==> src/rtl/led_pkg.sv <==
// Shared definitions for the LED duty ramp: mode encodings, FSM states and
// the square-law gamma table generator used when LED_RAMP_GAMMA_EN is defined.
package led_pkg;

    localparam logic [1:0] MODE_OFF     = 2'd0;
    localparam logic [1:0] MODE_FIXED   = 2'd1;
    localparam logic [1:0] MODE_BREATHE = 2'd2;

    typedef enum logic [2:0] {
        ST_IDLE,
        ST_RAMP_UP,
        ST_HOLD_HI,
        ST_RAMP_DN,
        ST_HOLD_LO
    } ramp_state_t;

    // Rounded i*i/steps; indices past the top of the range saturate at steps.
    function automatic logic [7:0] gamma_entry(input int unsigned idx, input int unsigned steps);
        int unsigned v;
        if (idx >= steps) begin
            v = steps;
        end else begin
            v = (idx * idx + steps / 2) / steps;
        end
        return v[7:0];
    endfunction

endpackage

==> src/rtl/led_ramp_prescaler.sv <==
// Ramp tick prescaler: counts 0..STEP_DIV-1 while run is high, held at 0 otherwise.
module led_ramp_prescaler #(
    parameter int unsigned STEP_DIV = 1_000_000
) (
    input  logic clk,
    input  logic rst,
    input  logic run,
    output logic tick
);

    localparam int CW = $clog2(STEP_DIV);
    localparam logic [CW-1:0] LAST = CW'(STEP_DIV - 1);

    logic [CW-1:0] count_reg;

    assign tick = run && (count_reg == LAST);

    always_ff @(posedge clk) begin
        if (rst || !run) begin
            count_reg <= '0;
        end else if (count_reg == LAST) begin
            count_reg <= '0;
        end else begin
            count_reg <= count_reg + 1'b1;
        end
    end

endmodule

==> src/rtl/led_duty_ramp.sv <==
// Breathing-duty generator for the LED PWM stage; duty commits only on pwm_wrap.
// Optional macro LED_RAMP_GAMMA_EN maps the committed duty through a square-law table.
module led_duty_ramp
    import led_pkg::*;
#(
    parameter int unsigned PWM_STEPS  = 100,
    parameter int unsigned STEP_DIV   = 1_000_000,
    parameter int unsigned STEP_SIZE  = 4,
    parameter int unsigned HOLD_TICKS = 25
) (
    input  logic       clk,
    input  logic       rst,
    input  logic       enable,
    input  logic [1:0] mode,
    input  logic [7:0] fixed_duty,
    input  logic       pwm_wrap,
    output logic [7:0] duty,
    output logic       duty_upd
);

    localparam logic [7:0] MAX_DUTY = 8'(PWM_STEPS);
    localparam logic [7:0] STEP8    = 8'(STEP_SIZE);
    localparam int HW = (HOLD_TICKS > 0) ? $clog2(HOLD_TICKS + 1) : 1;
    localparam logic [HW-1:0] HOLD_LAST = (HOLD_TICKS > 0) ? HW'(HOLD_TICKS - 1) : '0;

    ramp_state_t   state_reg, state_next;
    logic [7:0]    staged_reg, staged_next;
    logic [HW-1:0] hold_reg, hold_next;

    logic       breathe;
    logic       tick;
    logic [7:0] fixed_clamped;
    logic [7:0] idle_level;
    logic [8:0] sum9;
    logic [7:0] ramp_up_val;
    logic [7:0] duty_mapped;

    assign breathe       = enable && (mode == MODE_BREATHE);
    assign fixed_clamped = (fixed_duty > MAX_DUTY) ? MAX_DUTY : fixed_duty;
    assign idle_level    = (enable && (mode == MODE_FIXED)) ? fixed_clamped : 8'd0;
    // Nine-bit sum so a large step near 255 clamps instead of wrapping.
    assign sum9          = {1'b0, staged_reg} + {1'b0, STEP8};
    assign ramp_up_val   = (sum9 >= {1'b0, MAX_DUTY}) ? MAX_DUTY : sum9[7:0];

    led_ramp_prescaler #(
        .STEP_DIV(STEP_DIV)
    ) u_prescaler (
        .clk (clk),
        .rst (rst),
        .run (breathe),
        .tick(tick)
    );

    always_ff @(posedge clk) begin
        if (rst) begin
            state_reg  <= ST_IDLE;
            staged_reg <= '0;
            hold_reg   <= '0;
        end else begin
            state_reg  <= state_next;
            staged_reg <= staged_next;
            hold_reg   <= hold_next;
        end
    end

    always_comb begin
        state_next  = state_reg;
        staged_next = staged_reg;
        hold_next   = hold_reg;
        if (!breathe) begin
            state_next  = ST_IDLE;
            staged_next = idle_level;
            hold_next   = '0;
        end else begin
            case (state_reg)
                ST_IDLE: begin
                    state_next  = ST_RAMP_UP;
                    staged_next = '0;
                    hold_next   = '0;
                end
                ST_RAMP_UP: begin
                    if (tick) begin
                        staged_next = ramp_up_val;
                        if (ramp_up_val == MAX_DUTY) begin
                            state_next = (HOLD_TICKS == 0) ? ST_RAMP_DN : ST_HOLD_HI;
                        end
                    end
                end
                ST_HOLD_HI: begin
                    if (tick) begin
                        if (hold_reg == HOLD_LAST) begin
                            hold_next  = '0;
                            state_next = ST_RAMP_DN;
                        end else begin
                            hold_next = hold_reg + 1'b1;
                        end
                    end
                end
                ST_RAMP_DN: begin
                    if (tick) begin
                        if (staged_reg <= STEP8) begin
                            staged_next = '0;
                            state_next  = (HOLD_TICKS == 0) ? ST_RAMP_UP : ST_HOLD_LO;
                        end else begin
                            staged_next = staged_reg - STEP8;
                        end
                    end
                end
                ST_HOLD_LO: begin
                    if (tick) begin
                        if (hold_reg == HOLD_LAST) begin
                            hold_next  = '0;
                            state_next = ST_RAMP_UP;
                        end else begin
                            hold_next = hold_reg + 1'b1;
                        end
                    end
                end
                default: begin
                    state_next  = ST_IDLE;
                    staged_next = '0;
                    hold_next   = '0;
                end
            endcase
        end
    end

`ifdef LED_RAMP_GAMMA_EN
    logic [7:0] gamma_lut [0:255];
    for (genvar gi = 0; gi < 256; gi++) begin : g_gamma
        assign gamma_lut[gi] = gamma_entry(gi, PWM_STEPS);
    end
    assign duty_mapped = gamma_lut[staged_reg];
`else
    assign duty_mapped = staged_reg;
`endif

    always_ff @(posedge clk) begin
        if (rst) begin
            duty     <= '0;
            duty_upd <= 1'b0;
        end else begin
            duty_upd <= pwm_wrap;
            if (pwm_wrap) begin
                duty <= duty_mapped;
            end
        end
    end

endmodule
==> config.mk <==
export PLATFORM = sky130hd
export DESIGN_NAME = led_duty_ramp
export DESIGN_NICKNAME = d
export VERILOG_FILES = /design/src/rtl/led_pkg.sv /design/src/rtl/led_ramp_prescaler.sv /design/src/rtl/led_duty_ramp.sv
export SDC_FILE = /design/constraint.sdc
export NUM_CORES = 1
export LEC_CHECK = 0
export CAP_MARGIN = 40
export CORE_UTILIZATION = 25
export CTS_BUF_LIST = sky130_fd_sc_hd__clkbuf_16
export DETAILED_ROUTE_END_ITERATION = 10
export SETUP_SLACK_MARGIN = 0.15
export SLEW_MARGIN = 20
export SYNTH_ARGS = -nofsm -noshare
export SYNTH_HDL_FRONTEND = slang
export SYNTH_SLANG_ARGS = --single-unit
==> constraint.sdc <==
create_clock -name clk -period 2.6 [get_ports clk]
set_input_delay 0.52 -clock clk [delete_from_list [all_inputs] [get_ports clk]]
set_output_delay 0.52 -clock clk [all_outputs]
set_load 0.005 [all_outputs]
==> out/summary.txt, run 1 <==
=================================================================================================
Run status ......................................................................... finished clean
Clock Tree Root .................................................................... sky130_fd_sc_hd__clkbuf_16
Post-synthesis cell count ..........................................................          308
Final critical delay including setup and external delays ...........................      2460 ps
R2r startpoint ..................................................................... u_prescaler.count_reg[6]
N_diodes ...........................................................................            0
Finish-stage setup viols ...........................................................            0
Placement-stage cell area ..........................................................   2900 sq um
Max-slew violation count ...........................................................            0
Net Count, Synth ...................................................................          329
Family with the most delay on the worst path ....................................... simple AND/OR/NAND/NOR gates
Largest register FFs ...............................................................           20
Layout Area Growth over Synthesis ..................................................        25.8%
Initial drt markers ................................................................          110
DRC violations left ................................................................            0
Mapped cell area ...................................................................   2480 sq um
Number of clock sinks ..............................................................           45
Portion of the post-synthesis area used by sequential elements .....................        36.4%
Cell with the largest stage delay on the worst path ................................ sky130_fd_sc_hd__or4b_4
Synth cell count leaders ........................................................... sky130_fd_sc_hd__nor2_1 (52), sky130_fd_sc_hd__dfxtp_1 (45), sky130_fd_sc_hd__nand2_1 (22), sky130_fd_sc_hd__nand3_1 (18), sky130_fd_sc_hd__a21oi_1 (17)
TritonCTS clock tree ...............................................................          yes
Worst-Margin Slew ..................................................................       592 ps
Fraction of layout instances using a drive strength above 1 ........................        11.6%
Largest net degree at the start of global routing ..................................           21
Unrepaired setup endpoints after global routing ....................................          yes
Worst hold path stage count ........................................................            1
Path class of the lowest-slack min-delay path ......................................      reg2reg
Crit. End Element ..................................................................         flop
Ports placed on the boundary .......................................................           23
Buffers & Inverters on Critical Path ...............................................            0
Total vias in the final route ......................................................         2256
Power Density ......................................................................  485 nW/um^2
Number of antenna violations at the first check in global routing ..................            0
Final-report hold violation count ..................................................            0
CP Depth ...........................................................................            6
Amount of wire on met2 after detailed routing ......................................      2.59 mm
Effective utilization at floorplan .................................................        26.3%
Avg WL per Cell .................................................................... 12.4 microns
Buffers from clock root to sink, at most ...........................................            2
Maximum Capacitance Violations .....................................................            0
Clock-pin slew on the worst setup and hold paths ...................................        60 ps
Worst supply voltage drop on vdd ...................................................   0.000242 V
Highest routing layer actually used ................................................         met4
Most common cell in the synthesized netlist ........................................ sky130_fd_sc_hd__nor2_1
Number of core rows ................................................................           35
Flop and latch count out of synthesis ..............................................           45
Die footprint ......................................................................  10300 sq um
Critical path class ................................................................      reg2reg
Smallest hold slack ................................................................       440 ps
Via-to-Cell Ratio ..................................................................         4.84
Signal arrival time at the worst endpoint ..........................................      2610 ps
CTS buffer count ...................................................................            5
Max stage delay on crit path .......................................................       540 ps
Critical Path RT ...................................................................      2750 ps
Dpl hpwl ...........................................................................      4.19 mm
Hold-fix buffer count after cts ....................................................            0
Relative slew margins ..............................................................        60.2%
Core Region ........................................................................   9420 sq um
FF-to-FF path depth ................................................................            6
TNS Setup ..........................................................................         0 ps
Chain of cells forming the critical path ........................................... or4b_4 > or4_4 > or3_4 > or3b_4 > a21oi_2 > a211oi_1
Cell types with the largest area share after synthesis ............................. sky130_fd_sc_hd__dfxtp_1 (36%), sky130_fd_sc_hd__nor2_1 (7.9%), sky130_fd_sc_hd__xor2_1 (4.6%), sky130_fd_sc_hd__mux2i_1 (4.0%), sky130_fd_sc_hd__nand3_1 (3.6%)
Die outline height .................................................................  102 microns
Asr flop ratio synth ...............................................................           0%
Die width ..........................................................................  102 microns
H-tree depth .......................................................................            2
Slack of the worst reg-to-reg path .................................................       140 ps
Post-Syn Area per Cell .............................................................   8.04 sq um
Overall fraction of global-route tracks in use .....................................        12.2%
Number of distinct library cell variants in the gate-level netlist after synthesis .           54
Part of the cycle the worst path needs .............................................        94.6%
Max Clk Rate .......................................................................      407 MHz
Grt total ovfl .....................................................................            0
Worst Hold End ..................................................................... u_prescaler.count_reg[0]
Startpoint kind of the worst setup timing path .....................................         flop
Nets ...............................................................................          358
Post-synth EDFFs ...................................................................            0
First-pass iteration count of the detailed router ..................................            4
Met1 Routed Length .................................................................      2.80 mm
Largest fanout on the critical path ................................................            5
Count of buffers from port buffering ...............................................           22
Cell leakage power .................................................................      1.05 nW
Global-route wire length before repair .............................................      10.0 mm
Top flip-flop cell by instance count after synthesis ............................... sky130_fd_sc_hd__dfxtp_1
Via count of the first global-routing pass .........................................         2168
Critical register-to-register path endpoint ........................................  hold_reg[2]
Final design area excluding fillers ................................................   3120 sq um
Sum of met3 wire segment lengths after detailed routing ............................  312 microns
Sum of routed wire length over all layers ..........................................      5.77 mm
Top cell type's share of synthesized area ..........................................        36.4%
Worst-skew pair later-pin latency ..................................................       290 ps
Hold Path Origin ................................................................... u_prescaler.count_reg[0]
Yosys warnings .....................................................................            0
Number of routed nets with antenna violations ......................................            0
Fillers ............................................................................          968
GP Congestion ......................................................................        0.863
Layout Skew ........................................................................      6.43 ps
Yosys top cell by area ............................................................. sky130_fd_sc_hd__dfxtp_1
=================================================================================================
[cells in the final DEF (no fill, tap or decap), drive strengths merged, types with 4 or more instances in the layout]
master / n
inv: 14
a21oi: 17
clkbuf: 5
o21ai: 4
ha: 7
and2: 4
mux2i: 10
dfxtp: 45
buf: 12
or2: 4
nor2: 52
a31oi: 4
xor2: 13
xnor2: 9
nand2: 22
clkdlybuf4s50: 22
nand2b: 6
nor3: 12
nand3: 18
[routing by layer]
| metal | GRT usage [%] | vias to the layer above |
|---|---|---|
| li1 | - | 1141 |
| met1 | 15.8 | 1045 |
| met2 | 20.2 | 63 |
| met3 | 2.90 | 7 |
| met4 | 3.46 | 0 |
| met5 | 0 | - |
[timing repair]
action                                  CTS  global route
gates resized for setup                   3            10
pin swaps                                 0             2
endpoints found under the setup margin    6            11
setup buffers                             0             1
[area by class of cell]
type | count | area [sq um] | share of cell area [%]
clock inverter | 2 | 35.0 | 1.12
clock buffer | 5 | 125 | 4.02
timing repair buffer | 34 | 314 | 10.1
inverter | 14 | 52.6 | 1.69
sequential | 45 | 903 | 29.0
tap | 129 | 161 | 5.18
multi-input combinational | 237 | 1520 | 48.9
[cell families (layout without fill, tap and decap cells)]
group / count (synthesis) / after routing / share of synthesized area [%]
mux: 10 / 10 / 4.04
xor+xnor: 22 / 22 / 7.78
buf+inv: 26 / 55 / 3.99
simple gates: 148 / 148 / 30.7
flops: 45 / 45 / 36.4
fa+ha+maj: 7 / 7 / 3.54
compound gates: 50 / 50 / 13.6
[worst max-delay path by stage]
stage	start	endpoint	slack [ps]
4_1_cts	u_prescaler.count_reg[6]	hold_reg[3]	150
5_1_grt	u_prescaler.count_reg[6]	hold_reg[2]	80
3_3_place_gp	u_prescaler.count_reg[6]	hold_reg[4]	160
3_5_place_dp	u_prescaler.count_reg[6]	duty_mapped[2]	110
6_report	u_prescaler.count_reg[6]	hold_reg[2]	140
2_1_floorplan	u_prescaler.count_reg[6]	hold_reg[2]	140
[per-stage QoR]
step | worst slack (ps) | total power, mW | std cells | utilization (%)
CTS | 150 | 1.52 | 465 | 32.6
global placement | 157 | 0.807 | 458 | 30.8
finish | 141 | 1.51 | 466 | 33.1
global route | 75.3 | 1.56 | 466 | 33.1
floorplan | 141 | 0.767 | 308 | -
detailed placement | 109 | 0.808 | 458 | 30.8
[power breakdown]
group	internal (mW)	leakage [nW]	switching, mW	total, mW
logic	0.0471	0.604	0.0455	0.0926
registers	0.695	0.364	0.00893	0.704
clock network	0.447	0.0797	0.267	0.713
(Power assumes the default switching activity.)
==> run 2: changes to the inputs <==
--- a/config.mk
+++ b/config.mk
@@ -6,6 +6,7 @@
 export NUM_CORES = 1
 export LEC_CHECK = 0
 export CAP_MARGIN = 40
+export CORE_MARGIN = 2
 export CORE_UTILIZATION = 25
 export CTS_BUF_LIST = sky130_fd_sc_hd__clkbuf_16
 export DETAILED_ROUTE_END_ITERATION = 10
==> run 2 against run 1 <==
Against the previous run: global-route usage fell by 1.5 points; total power grew 1.9%; die area increased by 4.0%; via count fell by 1.2%; clock power increased by 4.3%; largest cell class unchanged.
==> out/summary.txt, run 2 (synthesis gave the netlist of run 1 again) <==
================================================================================
Die width .........................................................  104 microns   +2.0%
Finish-stage setup viols ..........................................            0   unchanged
Via-to-Cell Ratio .................................................         4.72   -2.5%
Critical Path RT ..................................................      2760 ps   about the same
TritonCTS clock tree ..............................................          yes
Max Clk Rate ......................................................      408 MHz   +0.39%
Layout Skew .......................................................      8.50 ps   +2.07 ps
Overall fraction of global-route tracks in use ....................        10.7%   -1.5 points
Layout Area Growth over Synthesis .................................        26.1%
Buffers from clock root to sink, at most ..........................            2   unchanged
Part of the cycle the worst path needs ............................        94.2%   -0.37 points
Number of routed nets with antenna violations .....................            0   unchanged
Hold-fix buffer count after cts ...................................            0   unchanged
Path class of the lowest-slack min-delay path .....................      reg2reg
H-tree depth ......................................................            2   unchanged
First-pass iteration count of the detailed router .................            4   unchanged
Largest register FFs ..............................................           20   unchanged
Relative slew margins .............................................        57.5%   -2.7 points
Max stage delay on crit path ......................................       540 ps   about the same
Power consumption .................................................      1.54 mW   +1.9%
Unrepaired setup endpoints after global routing ...................          yes
Run status ........................................................ finished clean
Placement-stage cell area .........................................   2900 sq um   about the same
Clock Tree Root ................................................... sky130_fd_sc_hd__clkbuf_16
Buffers & Inverters on Critical Path ..............................            0   unchanged
N_diodes ..........................................................            0   unchanged
Clock-pin slew on the worst setup and hold paths ..................        70 ps   about the same
Via count of the first global-routing pass ........................         2085   -3.8%
Largest fanout on the critical path ...............................            4   -1
DRC violations left ...............................................            0   unchanged
Effective utilization at floorplan ................................        25.6%   -0.73 points
R2r startpoint .................................................... u_prescaler.count_reg[7]
Critical path class ...............................................      reg2reg
TNS Setup .........................................................         0 ps   unchanged
Number of antenna violations at the first check in global routing .            0   unchanged
Signal arrival time at the worst endpoint .........................      2610 ps   about the same
Crit. Startpoint .................................................. u_prescaler.count_reg[7]
Sum of routed wire length over all layers .........................      5.78 mm   +0.12%
Hold Path Origin .................................................. u_prescaler.count_reg[0]
Max-slew violation count ..........................................            0   unchanged
Number of clock sinks .............................................           45   unchanged
Worst supply voltage drop on vdd ..................................   0.000262 V   +7.9%
Power Density .....................................................  492 nW/um^2   +1.6%
Total vias in the final route .....................................         2228   -1.2%
Ports placed on the boundary ......................................           23   unchanged
Grt total ovfl ....................................................            0   unchanged
Leading cell types in the layout, fill and taps excluded .......... sky130_fd_sc_hd__nor2_1 (52), sky130_fd_sc_hd__dfxtp_1 (43), sky130_fd_sc_hd__nand2_1 (22), sky130_fd_sc_hd__clkdlybuf4s50_1 (22), sky130_fd_sc_hd__nand3_1 (18)
Final critical delay including setup and external delays ..........      2450 ps   -9.53 ps
Commonest non-fill, non-tap cell in the layout .................... sky130_fd_sc_hd__nor2_1
Worst-skew pair later-pin latency .................................       290 ps   about the same
Family with the most delay on the worst path ...................... simple AND/OR/NAND/NOR gates
Chain of cells forming the critical path .......................... or4b_4 > or4_4 > or3_4 > or3b_4 > a21oi_2 > a211oi_1
CTS buffer count ..................................................            5   unchanged
Startpoint kind of the worst setup timing path ....................         flop
Count of buffers from port buffering ..............................           22   unchanged
Die outline height ................................................  104 microns   +2.0%
Fraction of layout instances using a drive strength above 1 .......        11.5%   -0.068 points
Dpl hpwl ..........................................................      4.16 mm   -0.60%
Final-report hold violation count .................................            0   unchanged
Crit. End Element .................................................         flop
Worst-Margin Slew .................................................       632 ps   +40.2 ps
Nets ..............................................................          359   +0.28%
Cell leakage power ................................................      1.05 nW   about the same
Cell with the largest stage delay on the worst path ............... sky130_fd_sc_hd__or4b_4
Largest net degree at the start of global routing .................           20   -4.8%
Final design area excluding fillers ...............................   3120 sq um   +0.24%
Number of core rows ...............................................           36   +2.9%
Maximum Capacitance Violations ....................................            0   unchanged
Avg WL per Cell ................................................... 12.2 microns   -1.2%
GP Congestion .....................................................        0.871   +1.0%
Core Region .......................................................   9680 sq um   +2.9%
Global-route wire length before repair ............................      9.63 mm   -4.1%
Initial drt markers ...............................................           92   -16%
Smallest hold slack ...............................................       438 ps   -1.81 ps
Die footprint .....................................................  10700 sq um   +4.0%
================================================================================
-- run 2: cell count changes in the layout (fill, tap and decap cells not counted), moves of 2 or more --
cell,before,now
sky130_fd_sc_hd__inv_6,0,2
sky130_fd_sc_hd__dfxtp_4,0,2
sky130_fd_sc_hd__dfxtp_2,2,0
sky130_fd_sc_hd__buf_4,11,13
-- run 2: report_power, final --
| part | internal (mW) | leakage, nW | total, mW | switching [mW] |
|---|---|---|---|---|
| clock | 0.460 | 0.0848 | 0.744 | 0.284 |
| combinational | 0.0466 | 0.599 | 0.0919 | 0.0453 |
| sequential | 0.692 | 0.365 | 0.701 | 0.00908 |
| total | 1.20 | 1.05 | 1.54 | 0.338 |
-- run 2: final cells by class --
| class | instances | area, sq um |
|---|---|---|
| inverter | 14 | 52.6 |
| sequential | 45 | 908 |
| clock inverter | 3 | 47.5 |
| clock buffer | 5 | 125 |
| tap | 133 | 166 |
| fill | 1016 | 6560 |
| multi-input combinational | 237 | 1510 |
| timing repair buffer | 35 | 318 |
-- run 2: final timing paths --
| path | endpoint | slack (ps) | cells after the start |
|---|---|---|---|
| setup reg to reg | hold_reg[2] | 150 | 6 |
| setup / recovery | hold_reg[2] | 150 | 6 |
| hold / removal | u_prescaler.count_reg[0] | 440 | 1 |
| hold reg to reg | u_prescaler.count_reg[0] | 440 | 1 |
-- run 2: per-stage QoR --
step / util (%) / setup WS [ps] / cells
final: 32.2 / 151 / 472
after global routing: 32.2 / 92.9 / 472
after CTS: 31.7 / 142 / 469
after detailed placement: 29.9 / 134 / 461
after global placement: 29.9 / 155 / 461
after floorplan: - / 141 / 308
-- run 2: worst reg2reg max path, delay by kind of cell, from the launching register on --
family,cells,cell delay (ps)
compound gates,2,190
simple gates,4,1770
flops,1,350
-- run 2: layer usage --
| metal | wire [microns] | GRT usage (%) |
|---|---|---|
| met1 | 2760 | 13.9 |
| met2 | 2680 | 18.0 |
| met4 | 52 | 2.61 |
| met5 | 0 | 0 |
| met3 | 285 | 2.39 |
-- run 2: timing repair --
action	CTS	global route
endpoints found under the setup margin	4	12
setup buffers	0	3
pin swaps	0	3
resized for setup	2	8
